### src/rtl/alu_pkg.sv
// Shared definitions for the ALU arbiter: aluop codes, FSM state type and widths.
package alu_pkg;

    localparam int OP_W   = 4;
    localparam int DATA_W = 32;

    localparam logic [OP_W-1:0] ALU_ADD  = 4'd0;
    localparam logic [OP_W-1:0] ALU_SUB  = 4'd1;
    localparam logic [OP_W-1:0] ALU_XOR  = 4'd2;
    localparam logic [OP_W-1:0] ALU_OR   = 4'd3;
    localparam logic [OP_W-1:0] ALU_AND  = 4'd4;
    localparam logic [OP_W-1:0] ALU_LT   = 4'd5;
    localparam logic [OP_W-1:0] ALU_SLL  = 4'd6;
    localparam logic [OP_W-1:0] ALU_SRL  = 4'd7;
    localparam logic [OP_W-1:0] ALU_SRA  = 4'd8;
    localparam logic [OP_W-1:0] ALU_LTU  = 4'd9;
    localparam logic [OP_W-1:0] ALU_EQ   = 4'd10;

    typedef enum logic [1:0] {
        IDLE,
        EXEC,
        RESP
    } alu_arb_state_t;

endpackage

### src/rtl/alu_rr_pick.sv
// Combinational two-way round-robin pick: a lone requester wins, a conflict goes to rr_ptr.
module alu_rr_pick (
    input  logic [1:0] valid,
    input  logic       rr_ptr,
    input  logic       en,
    output logic [1:0] gnt,
    output logic       gnt_idx
);

    always_comb begin
        gnt_idx = 1'b0;
        if (valid == 2'b11) begin
            gnt_idx = rr_ptr;
        end else if (valid[1]) begin
            gnt_idx = 1'b1;
        end
        gnt = 2'b00;
        if (en && (valid != 2'b00)) begin
            gnt = gnt_idx ? 2'b10 : 2'b01;
        end
    end

endmodule

### src/rtl/alu_arbiter.sv
// Two-client round-robin arbiter/sequencer owning the shared ALU inputs.
// Optional ALU_ARB_DELAY_EN stretches EXEC by DELAY cycles via a down-counter.
module alu_arbiter
    import alu_pkg::*;
#(
    parameter int DELAY = 2
) (
    input  logic              clk,
    input  logic              rst_n,
    input  logic              req0_valid,
    output logic              req0_ready,
    input  logic [OP_W-1:0]   req0_op,
    input  logic [DATA_W-1:0] req0_a,
    input  logic [DATA_W-1:0] req0_b,
    input  logic              req1_valid,
    output logic              req1_ready,
    input  logic [OP_W-1:0]   req1_op,
    input  logic [DATA_W-1:0] req1_a,
    input  logic [DATA_W-1:0] req1_b,
    output logic              resp0_valid,
    input  logic              resp0_ready,
    output logic [DATA_W-1:0] resp0_res,
    output logic              resp1_valid,
    input  logic              resp1_ready,
    output logic [DATA_W-1:0] resp1_res,
    output logic [OP_W-1:0]   alu_op,
    output logic [DATA_W-1:0] alu_num1,
    output logic [DATA_W-1:0] alu_num2,
    input  logic [DATA_W-1:0] alu_res
);

    if (DELAY < 0 || DELAY > 15) begin : g_delay_range
        $error("alu_arbiter: DELAY must be within 0..15");
    end

    alu_arb_state_t    state_q, state_d;
    logic              rr_ptr_q;
    logic              gnt_q;
    logic [DATA_W-1:0] res_q;
    logic [1:0]        pick_gnt;
    logic              pick_idx;
    logic              accept;
    logic              exec_done;
    logic              resp_hs;

    // Picking is disabled during reset so req_ready reads 0 while rst_n is low.
    alu_rr_pick u_pick (
        .valid   ({req1_valid, req0_valid}),
        .rr_ptr  (rr_ptr_q),
        .en      ((state_q == IDLE) && rst_n),
        .gnt     (pick_gnt),
        .gnt_idx (pick_idx)
    );

    assign req0_ready = pick_gnt[0];
    assign req1_ready = pick_gnt[1];
    assign accept     = |pick_gnt;
    assign resp_hs    = (state_q == RESP) && (gnt_q ? resp1_ready : resp0_ready);

    assign resp0_valid = (state_q == RESP) && !gnt_q;
    assign resp1_valid = (state_q == RESP) &&  gnt_q;
    assign resp0_res   = res_q;
    assign resp1_res   = res_q;

`ifdef ALU_ARB_DELAY_EN
    logic [3:0] cnt_q;

    always_ff @(posedge clk or negedge rst_n) begin
        if (!rst_n) begin
            cnt_q <= 4'd0;
        end else if (accept) begin
            cnt_q <= 4'(DELAY);
        end else if ((state_q == EXEC) && (cnt_q != 4'd0)) begin
            cnt_q <= cnt_q - 4'd1;
        end
    end

    assign exec_done = (cnt_q == 4'd0);
`else
    assign exec_done = 1'b1;
`endif

    always_ff @(posedge clk or negedge rst_n) begin
        if (!rst_n) begin
            state_q <= IDLE;
        end else begin
            state_q <= state_d;
        end
    end

    always_comb begin
        state_d = state_q;
        case (state_q)
            IDLE:    if (accept)    state_d = EXEC;
            EXEC:    if (exec_done) state_d = RESP;
            RESP:    if (resp_hs)   state_d = IDLE;
            default:                state_d = IDLE;
        endcase
    end

    // ALU inputs and grant hold from acceptance until the next acceptance.
    always_ff @(posedge clk or negedge rst_n) begin
        if (!rst_n) begin
            rr_ptr_q <= 1'b0;
            gnt_q    <= 1'b0;
            res_q    <= '0;
            alu_op   <= '0;
            alu_num1 <= '0;
            alu_num2 <= '0;
        end else begin
            if (accept) begin
                gnt_q    <= pick_idx;
                alu_op   <= pick_idx ? req1_op : req0_op;
                alu_num1 <= pick_idx ? req1_a  : req0_a;
                alu_num2 <= pick_idx ? req1_b  : req0_b;
            end
            if ((state_q == EXEC) && exec_done) begin
                res_q <= alu_res;
            end
            if (resp_hs) begin
                rr_ptr_q <= ~gnt_q;
            end
        end
    end

endmodule

### config.mk
export PLATFORM = sky130hd
export DESIGN_NAME = alu_arbiter
export DESIGN_NICKNAME = d
export VERILOG_FILES = /design/src/rtl/alu_pkg.sv /design/src/rtl/alu_rr_pick.sv /design/src/rtl/alu_arbiter.sv
export SDC_FILE = /design/constraint.sdc
export NUM_CORES = 1
export LEC_CHECK = 0
export ABC_AREA = 0
export BUFFER_PORTS_ARGS = -buffer_cell sky130_fd_sc_hd__buf_2
export CORE_ASPECT_RATIO = 0.6
export CORE_MARGIN = 3
export CORE_UTILIZATION = 43
export CTS_CLUSTER_DIAMETER = 80
export DETAILED_ROUTE_END_ITERATION = 8
export HOLD_SLACK_MARGIN = 0.05
export PLACE_DENSITY = 0.81
export SYNTH_ARGS = -nofsm -noshare
export SYNTH_HDL_FRONTEND = slang
export SYNTH_HIERARCHICAL = 1
export SYNTH_SLANG_ARGS = --single-unit
export TNS_END_PERCENT = 100
### constraint.sdc
create_clock -name clk -period 2.35 [get_ports clk]
set_input_delay 0 -clock clk [delete_from_list [all_inputs] [get_ports clk]]
set_output_delay 0 -clock clk [all_outputs]
set_load 0.05 [all_outputs]
==> run metrics, run 1 <==
number of placed cells counting well taps slightly above 800; count of hold-fix buffers inserted at cts about 170; yosys synthesis warning count 6; horizontal die dimension between 100 and 150 um; cells taking the most area after synthesis sky130_fd_sc_hd__dfrtp_1 53%, sky130_fd_sc_hd__mux2i_1 14%, sky130_fd_sc_hd__mux2_2 7.8%; Netlist Area Pre-Place about 0.005 sq mm; total number of clock tree sinks approximately 100; Root Buffer Master sky130_fd_sc_hd__clkbuf_16; Stopped at clock tree synthesis (4_1_cts); number of placement rows 29; Tool Error [ERROR RSZ-0060] Max buffer count reached.; total setup buffers inserted after CTS 0; sequential area share after synthesis 53.32%; number of I/O port buffers between 300 and 400; initial cell density of the core between 40% and 50%; run status did not finish; Net Count, Synth around 600; routability congestion estimate 0.7930; top cell type by total area after synthesis sky130_fd_sc_hd__dfrtp_1; fraction of post-synthesis cell area in the top cell type by area approximately 53%; TritonCTS Buffers 9; per-instance average area after synthesis between 10 and 15 sq um; number of gates given a new drive strength after cts 1; post-synthesis sequential element count between 100 and 150; count of different cell masters after synthesis 21; overall die height between 80 and 90 um; IO Count 310; deepest level of the CTS H-tree 3; Max Root-Sink Buffers 2; number of instances in the synthesized netlist roughly 430; Detailed Place HPWL 10.69 mm
synth_stat cells:
master	instances
sky130_fd_sc_hd__inv_1	1
sky130_fd_sc_hd__nor3_1	69
sky130_fd_sc_hd__a21oi_1	69
sky130_fd_sc_hd__nor3b_1	1
sky130_fd_sc_hd__mux2i_1	68
sky130_fd_sc_hd__dfrtp_1	104
sky130_fd_sc_hd__o21ai_0	1
sky130_fd_sc_hd__or2_1	1
sky130_fd_sc_hd__nand2b_1	3
sky130_fd_sc_hd__buf_4	34
sky130_fd_sc_hd__mux2_2	34
sky130_fd_sc_hd__buf_2	19
sky130_fd_sc_hd__nor2_1	3
sky130_fd_sc_hd__and2_1	1
sky130_fd_sc_hd__clkbuf_1	12
sky130_fd_sc_hd__a211o_1	1
sky130_fd_sc_hd__and3_1	1
sky130_fd_sc_hd__nand2_1	1
sky130_fd_sc_hd__a21boi_0	1
sky130_fd_sc_hd__nor4bb_1	1
sky130_fd_sc_hd__buf_6	3
logic make-up after synthesis:
logic type / count (synthesis) / synth area share (%)
flip-flops: 104 / 53.32
AND/OR/NAND/NOR: 81 / 8.511
AO/OA/AOI/OAI: 72 / 7.511
multiplexers: 102 / 21.79
buffers and inverters: 69 / 8.869
per-stage QoR:
step / cell area [sq um] / setup slack, ns
floorplan: 4885 / 0.1889
global placement: 6295 / 0.3314
detailed placement: 6295 / 0.2861
==> run 2: changes to the inputs <==
- CORE_AREA: unset -> 3 3 120 122
- CORE_ASPECT_RATIO: 0.6 -> unset
- CORE_MARGIN: 3 -> unset
- CORE_UTILIZATION: 43 -> unset
- CTS_CLUSTER_DIAMETER: 80 -> unset
- DIE_AREA: unset -> 0 0 123 125
- HOLD_SLACK_MARGIN: 0.05 -> unset
- PLACE_DENSITY: 0.81 -> unset
- PLACE_DENSITY_LB_ADDON: unset -> 0.15
==> run 2 against run 1 <==
Compared with the run above:
- the flow now finishes, with violations (negative hold slack)
- synthesized cell count unchanged
- synthesized area unchanged
==> run metrics, run 2 <==
Core Util, Final around 62%; total number of clock tree sinks 104 (unchanged); multi-input combinational cell area 0.001861 sq mm; worst path cell trace dlygate4sd3_1 > buf_4 > nor3b_1 > and3_2 > buf_4 > buf_2; DRC violation count after routing 0; per-instance average area after synthesis 11.40 sq um (unchanged); Detailed Place HPWL 11.02 mm (+3.0%); EDFF count, synth 0 (unchanged); largest stage delay on the critical path about 0.52 ns; yosys synthesis warning count 6 (unchanged); final cell count without fillers approximately 1000; # Max-Cap Violations 0; initial cell density of the core 36.71% (-8.4 points); horizontal die dimension 123 um (-14%); Worst-Margin Slew 1.021 ns; post-synthesis sequential element count 104 (unchanged); Net Count, Synth 602 (unchanged); leading cell types in the layout, fill and taps excluded 308 x sky130_fd_sc_hd__buf_2, 152 x sky130_fd_sc_hd__dlygate4sd3_1, 104 x sky130_fd_sc_hd__dfrtp_1; Peak VDD IR 1.106 mV; worst-skew pair later-pin latency 0.33 ns; final setup margin between 0.2 and 0.25 ns; total wirelength of the detailed-routed design approximately 17 mm; top cell type by total area after synthesis sky130_fd_sc_hd__dfrtp_1; hold violation total from the final report 1; post-DR vias/cell a little under 5; deepest level of the CTS H-tree 3 (unchanged); fraction of post-synthesis cell area in the top cell type by area 53.32% (unchanged); clock tree from TritonCTS done; global-route usage over all layers slightly above 20%; via count of the first global-routing pass about 5200; worst hold slack -0.002012 ns; Period Utilization, post-route about nine tenths; relative max-transition margin between 30% and 40%; maximum operating frequency around 470 MHz; overall die height 125 um (+41%); Netlist Area Pre-Place 0.004881 sq mm (unchanged); cells taking the most area after synthesis sky130_fd_sc_hd__dfrtp_1 53%, sky130_fd_sc_hd__mux2i_1 14%, sky130_fd_sc_hd__mux2_2 7.8%; number of antenna violations at the first check in global routing 0; Place WS 0.5865 ns (+0.3003 ns); arrival time at the worst endpoint 2.13 ns; Power Dens Cells about 1500 mW/mm^2; wire length of the first global-routing pass roughly 25 mm; largest net degree at the start of global routing 82; share of final-layout standard cells stronger than drive strength 1 a little over two fifths; CP most frequent cell sky130_fd_sc_hd__buf_4; Detailed Routing Iterations Pass 1 4; top cells by instance count after synthesis 104 x sky130_fd_sc_hd__dfrtp_1, 69 x sky130_fd_sc_hd__a21oi_1, 69 x sky130_fd_sc_hd__nor3_1; required time at the worst-slack endpoint around 2.4 ns; run status finished with violations; number of placement rows 42 (+45%); IO Count 310 (unchanged); leakage power of the design around 0.0040 uW; most instantiated library cell after synthesis sky130_fd_sc_hd__dfrtp_1; largest driver fanout on the critical path 42; remaining global-route overflow 0; worst-case clock skew approximately 0.0056 ns; clock transition at the registers of the reported paths roughly 0.06 ns; initial DRC count around 170; number of instances in the synthesized netlist 428 (unchanged); violations in the final reports negative hold slack; Root Buffer Master sky130_fd_sc_hd__clkbuf_16; count of different cell masters after synthesis 21 (unchanged); TritonCTS Buffers 9 (unchanged); number of fill cells between 1000 and 1500; endpoint class of the critical path primary output; standard cell with the maximum stage delay on the critical path sky130_fd_sc_hd__dlygate4sd3_1; sequential area share after synthesis 53.32% (unchanged); via count around 5000; number of max-slew violations in the final report 0; final period demand of the worst path roughly 2.1 ns; nature of the critical path startpoint primary input; TNS Setup 0 ns; WL/cell 16.15 um; type of the tightest min-delay check primary input to flip-flop; number of nets still failing antenna checks after routing 0; area of the core around 0.013 sq mm; path type of the worst setup path primary input to primary output; antenna diode instance count 0; Die Area ~0.015 sq mm; most common cell after layout, fill and taps aside sky130_fd_sc_hd__buf_2; proportion of register bits with asynchronous set or reset after synthesis 100.0% (unchanged); Max Root-Sink Buffers 2 (unchanged); fin nets approximately 1000; post-synthesis to final-layout area growth 67.98%; register area 0.002603 sq mm; most common flop cell mapped by yosys sky130_fd_sc_hd__dfrtp_1; routability congestion estimate 0.7831 (-1.2%); Setup-failing EPs final 0; RSZ-0062 raised after global routing no; number of I/O port buffers 309 (unchanged); number of placed cells counting well taps 856 (+4.8%); number of gates given a new drive strength after cts 0 (-1)
run 2: cell counts after synthesis:
No cell type changed its count.
run 2: power breakdown:
group | total (uW) | internal (uW) | switching (uW)
combinational | 7570 | 1940 | 5640
sequential | 3230 | 2670 | 559
clock | 1400 | 795 | 606
total | 12200 | 5410 | 6800
run 2: area by class of cell:
type	count	area share, %
well taps	176	2.686
multi-input cells	255	22.69
clock buffers	14	3.342
flip-flops and latches	104	31.74
inverters	1	0.04578
repair buffers	475	39.49
run 2: critical path, delay by kind of cell:
kind / cells / cell delay (ns)
buf+inv: 4 / 1.58
simple gates: 2 / 0.53
run 2: path summary, 6_finish.rpt:
| kind | startpoint | endpoint | slack (ns) | cells past startpoint |
|---|---|---|---|---|
| max reg2reg | rr_ptr_q$_DFFE_PN0P_ | alu_num1[14]$_DFFE_PN0P_ | 0.32 | 6 |
| min reg2reg | state_q[1]$_DFFE_PN0P_ | state_q[0]$_DFFE_PN0P_ | 0.50 | 1 |
| min | req0_a[21] | alu_num1[21]$_DFFE_PN0P_ | -0.002 | 3 |
| max | rst_n | req1_ready | 0.22 | 6 |
| max in group asynchronous | rst_n | resp0_res[15]$_DFFE_PN0N_ | 0.91 | 3 |
| min in group asynchronous | rst_n | alu_num2[11]$_DFFE_PN0P_ | 0.09 | 2 |
run 2: kinds of logic after synthesis:
family | synth area share [%]
flops | 53.32
mux | 21.79
simple gates | 8.511
compound gates | 7.511
buf+inv | 8.869
run 2: repair_timing:
action,CTS,global route
setup endpoints to repair,0,13
hold buffers,152,0
hold endpoints to repair,115,0
buffers inserted,0,3
run 2: stage by stage:
stage / hold slack (ns) / cell area, sq um / power [uW]
final: -0.002012 / 8199 / 12210
after global routing: 0.01021 / 8199 / 12770
after CTS: 0.003697 / 8152 / 12240
after detailed placement: -0.07833 / 6356 / 10520
after global placement: -0.08098 / 6356 / 10450
after floorplan: -0.2956 / 4885 / 9075
run 2: layer usage:
metal / part of all wire (%) / routed length, um / global-route usage [%] / up-vias
met5: 0 / 0 / 0 / -
met4: 2.7 / 454 / 7.818 / 0
met3: 7.6 / 1260 / 4.381 / 36
met2: 53 / 8735 / 38.73 / 231
met1: 37 / 6099 / 22.38 / 2370
li1: - / - / - / 2327
Power figures use the tool's default switching activity.
==> run 3: changes to the inputs <==
- CORE_AREA: 3 3 120 122 -> unset
- CORE_MARGIN: unset -> 3
- CORE_UTILIZATION: unset -> 35
- DIE_AREA: 0 0 123 125 -> unset
==> run 3 against run 2 <==
Compared with the run above:
- the run now ends clean
- maximum frequency shrank 1.4%
- register-to-register slack lost 0.13 ns
- wire length shrank 0.30%
- clock-buffer cell count shrank 4
- critical path depth is the same
- utilization grew 0.22 points
- largest cell class unchanged
- critical path type is now flip-flop to flip-flop
- first-iteration DRC count grew 6.0%
- design area grew 1.5%
==> run metrics, run 3 (synthesized netlist as in run 2, its figures left out) <==
Max Root-Sink Buffers 2 (unchanged); global-route usage over all layers 20.13% (-0.54 points); nature of the critical path startpoint flip-flop; largest stage delay on the critical path 0.58 ns (+0.06 ns); number of fill cells 1084 (+1.4%); run status finished clean; total number of clock tree sinks 104 (unchanged); Peak VDD IR 0.6937 mV (-37%); number of max-slew violations in the final report 0 (unchanged); worst hold endpoint alu_num2[12]$_DFFE_PN0P_; worst-case clock skew 0.008930 ns (+0.003315 ns); required time at the worst-slack endpoint 2.57 ns (+0.22 ns); Root Buffer Master sky130_fd_sc_hd__clkbuf_16; Detailed Place HPWL 10.70 mm (-2.9%); Min-Delay Startpoint req1_b[12]; Die Area 0.01540 sq mm (+0.15%); type of the tightest min-delay check primary input to flip-flop; number of antenna violations at the first check in global routing 1 (+1); worst-skew pair later-pin latency 0.34 ns (about the same); overall die height 124.1 um (-0.73%); TritonCTS Buffers 9 (unchanged); proportion of total power due to net switching 56.06% (+0.36 points); number of placed cells counting well taps 857 (+0.12%); number of nets still failing antenna checks after routing 0 (unchanged); Period Utilization, post-route 91.99% (+1.2 points); clock tree from TritonCTS done; worst path cell trace nand2b_1 > and2_4 > buf_12 > mux2i_1 > dlygate4sd3_1 > a21oi_1; Internal Power 5338 uW (-1.3%); deepest level of the CTS H-tree 3 (unchanged); area of the core 0.01345 sq mm (+1.2%); via count 4967 (+0.060%); Worst-Margin Slew 0.7785 ns (-0.2427 ns); worst flop-to-flop path endpoint alu_num2[13]$_DFFE_PN0P_; Logic pwr share 62.2% (+0.2 points); maximum operating frequency 462.6 MHz (-1.4%); via count of the first global-routing pass 4935 (-4.5%); endpoint class of the critical path flip-flop; share of final-layout standard cells stronger than drive strength 1 44.06% (+0.13 points); initial cell density of the core 36.28% (-0.43 points); final setup margin 0.1882 ns (-0.02935 ns); post-DR vias/cell 4.758 (-1.8%); worst hold stages 3 (unchanged); initial DRC count 176 (+6.0%); fin nets 1036 (+1.6%); worst flop-to-flop path startpoint rr_ptr_q$_DFFE_PN0P_; most common cell after layout, fill and taps aside sky130_fd_sc_hd__buf_2; horizontal die dimension 124.1 um (+0.89%); leakage power of the design 0.004074 uW (+1.4%); final cell count without fillers 1044 (+1.9%); TNS Setup 0 ns (unchanged); net switching power figure 6812 uW (+0.18%); number of buffers and inverters on the critical path 2 (-2); remaining global-route overflow 0 (unchanged); WL/cell 15.80 um (-2.1%); clock transition at the registers of the reported paths 0.07 ns (about the same); total wirelength of the detailed-routed design 16.50 mm (-0.30%); worst setup slack for register-to-register paths 0.19 ns (-0.13 ns); total power draw 12150 uW (-0.46%); largest driver fanout on the critical path 21 (-50%); length in cells of the worst reg-to-reg path 6 (unchanged); leading cell types in the layout, fill and taps excluded 308 x sky130_fd_sc_hd__buf_2, 162 x sky130_fd_sc_hd__dlygate4sd3_1, 104 x sky130_fd_sc_hd__dfrtp_1; share of total power in the clock network 11.2% (-0.3 points); number of placement rows 42 (unchanged); RSZ-0062 raised after global routing no; Detailed Routing Iterations Pass 1 4 (unchanged); post-synthesis to final-layout area growth 70.57%; Setup-failing EPs final 0 (unchanged); largest net degree at the start of global routing 71 (-13%); hold violation total from the final report 0 (-1); Power Dens Cells 1459 mW/mm^2 (-2.0%); wire length of the first global-routing pass 24.31 mm (-4.1%); critical path depth in cells 6 (unchanged); relative max-transition margin 48.10% (+16 points); Place WS 0.5726 ns (-0.01390 ns); IO Count 310 (unchanged); number of gates given a new drive strength after cts 0 (unchanged); DRC violation count after routing 0 (unchanged); number of I/O port buffers 309 (unchanged); standard cell with the maximum stage delay on the critical path sky130_fd_sc_hd__dlygate4sd3_1; path type of the worst setup path flip-flop to flip-flop; arrival time at the worst endpoint 2.38 ns (+0.25 ns); final period demand of the worst path 2.162 ns (+0.02935 ns); cell family with most CP delay buffers and inverters; sequential group share of total power 26.6% (about the same); # Max-Cap Violations 0 (unchanged); routability congestion estimate 0.7545 (-3.7%)
[run 3: changes by cell type in the layout (fill, tap and decap cells not counted), sizes merged]
cell	before	now
clkinvlp	0	1
clkbuf	14	10
clkinv	0	5
dlygate4sd3	152	162
buf	323	328
diode	0	1
and2	1	2
[run 3: what timing repair did]
action                     4_1_cts  5_1_grt
hold buffers                   162        0
setup endpoints to repair        0       11
hold endpoints to repair       141        0
buffers inserted                 0        7
[run 3: worst max path at each step]
stage                                start  slack (ns)                  endpoint
floorplan           state_q[0]$_DFFE_PN0P_        0.19   alu_num1[0]$_DFFE_PN0P_
global placement    state_q[0]$_DFFE_PN0P_        0.58         gnt_q$_DFFE_PN0P_
detailed placement  state_q[0]$_DFFE_PN0P_        0.57         gnt_q$_DFFE_PN0P_
CTS                   rr_ptr_q$_DFFE_PN0P_        0.09  alu_num2[13]$_DFFE_PN0P_
global route          rr_ptr_q$_DFFE_PN0P_        0.05  alu_num2[13]$_DFFE_PN0P_
finish                rr_ptr_q$_DFFE_PN0P_        0.19  alu_num2[13]$_DFFE_PN0P_
[run 3: final cells by class]
type / count / area (sq um) / area share, %
Timing Repair Buffer: 490 / 3363 / 40.40
Sequential cell: 104 / 2603 / 31.26
Multi-Input combinational cell: 256 / 1868 / 22.44
Clock buffer: 10 / 229.0 / 2.750
Tap cell: 176 / 220.2 / 2.645
Clock inverter: 6 / 36.28 / 0.4358
Inverter: 1 / 3.754 / 0.04509
Antenna cell: 1 / 2.502 / 0.03006
[run 3: metrics by stage]
step | hold WS, ns | utilization, % | instance area [sq um]
6_report | 0.004749 | 61.89 | 8325
5_1_grt | 0.02107 | 61.89 | 8325
4_1_cts | 0.0001920 | 61.42 | 8263
3_5_place_dp | 0.1507 | 47.40 | 6376
3_3_place_gp | 0.1351 | 47.40 | 6376
2_1_floorplan | -0.2956 | - | 4885
[run 3: layer usage]
layer | vias up | track usage (%) | share of wire [%]
met4 | 0 | 8.350 | 2.6
met3 | 29 | 3.633 | 6.6
met2 | 208 | 37.20 | 53
met5 | - | 0 | 0
li1 | 2360 | - | -
met1 | 2370 | 22.69 | 38
[run 3: power groups by stage]
stage / sequential [uW] / clock [uW] / combinational [uW]
floorplan: 6180 / 0 / 2900
global placement: 3230 / 0 / 7210
detailed placement: 3250 / 0 / 7250
CTS: 3230 / 1400 / 7540
global route: 3330 / 1480 / 7960
finish: 3230 / 1360 / 7560
[run 3: worst reg2reg max path, delay by kind of cell (launching register included)]
family | cells | cell delay (ns)
flip-flops | 1 | 0.42
multiplexers | 1 | 0.26
AND/OR/NAND/NOR | 2 | 0.52
AO/OA/AOI/OAI | 1 | 0.06
buffers and inverters | 2 | 0.80
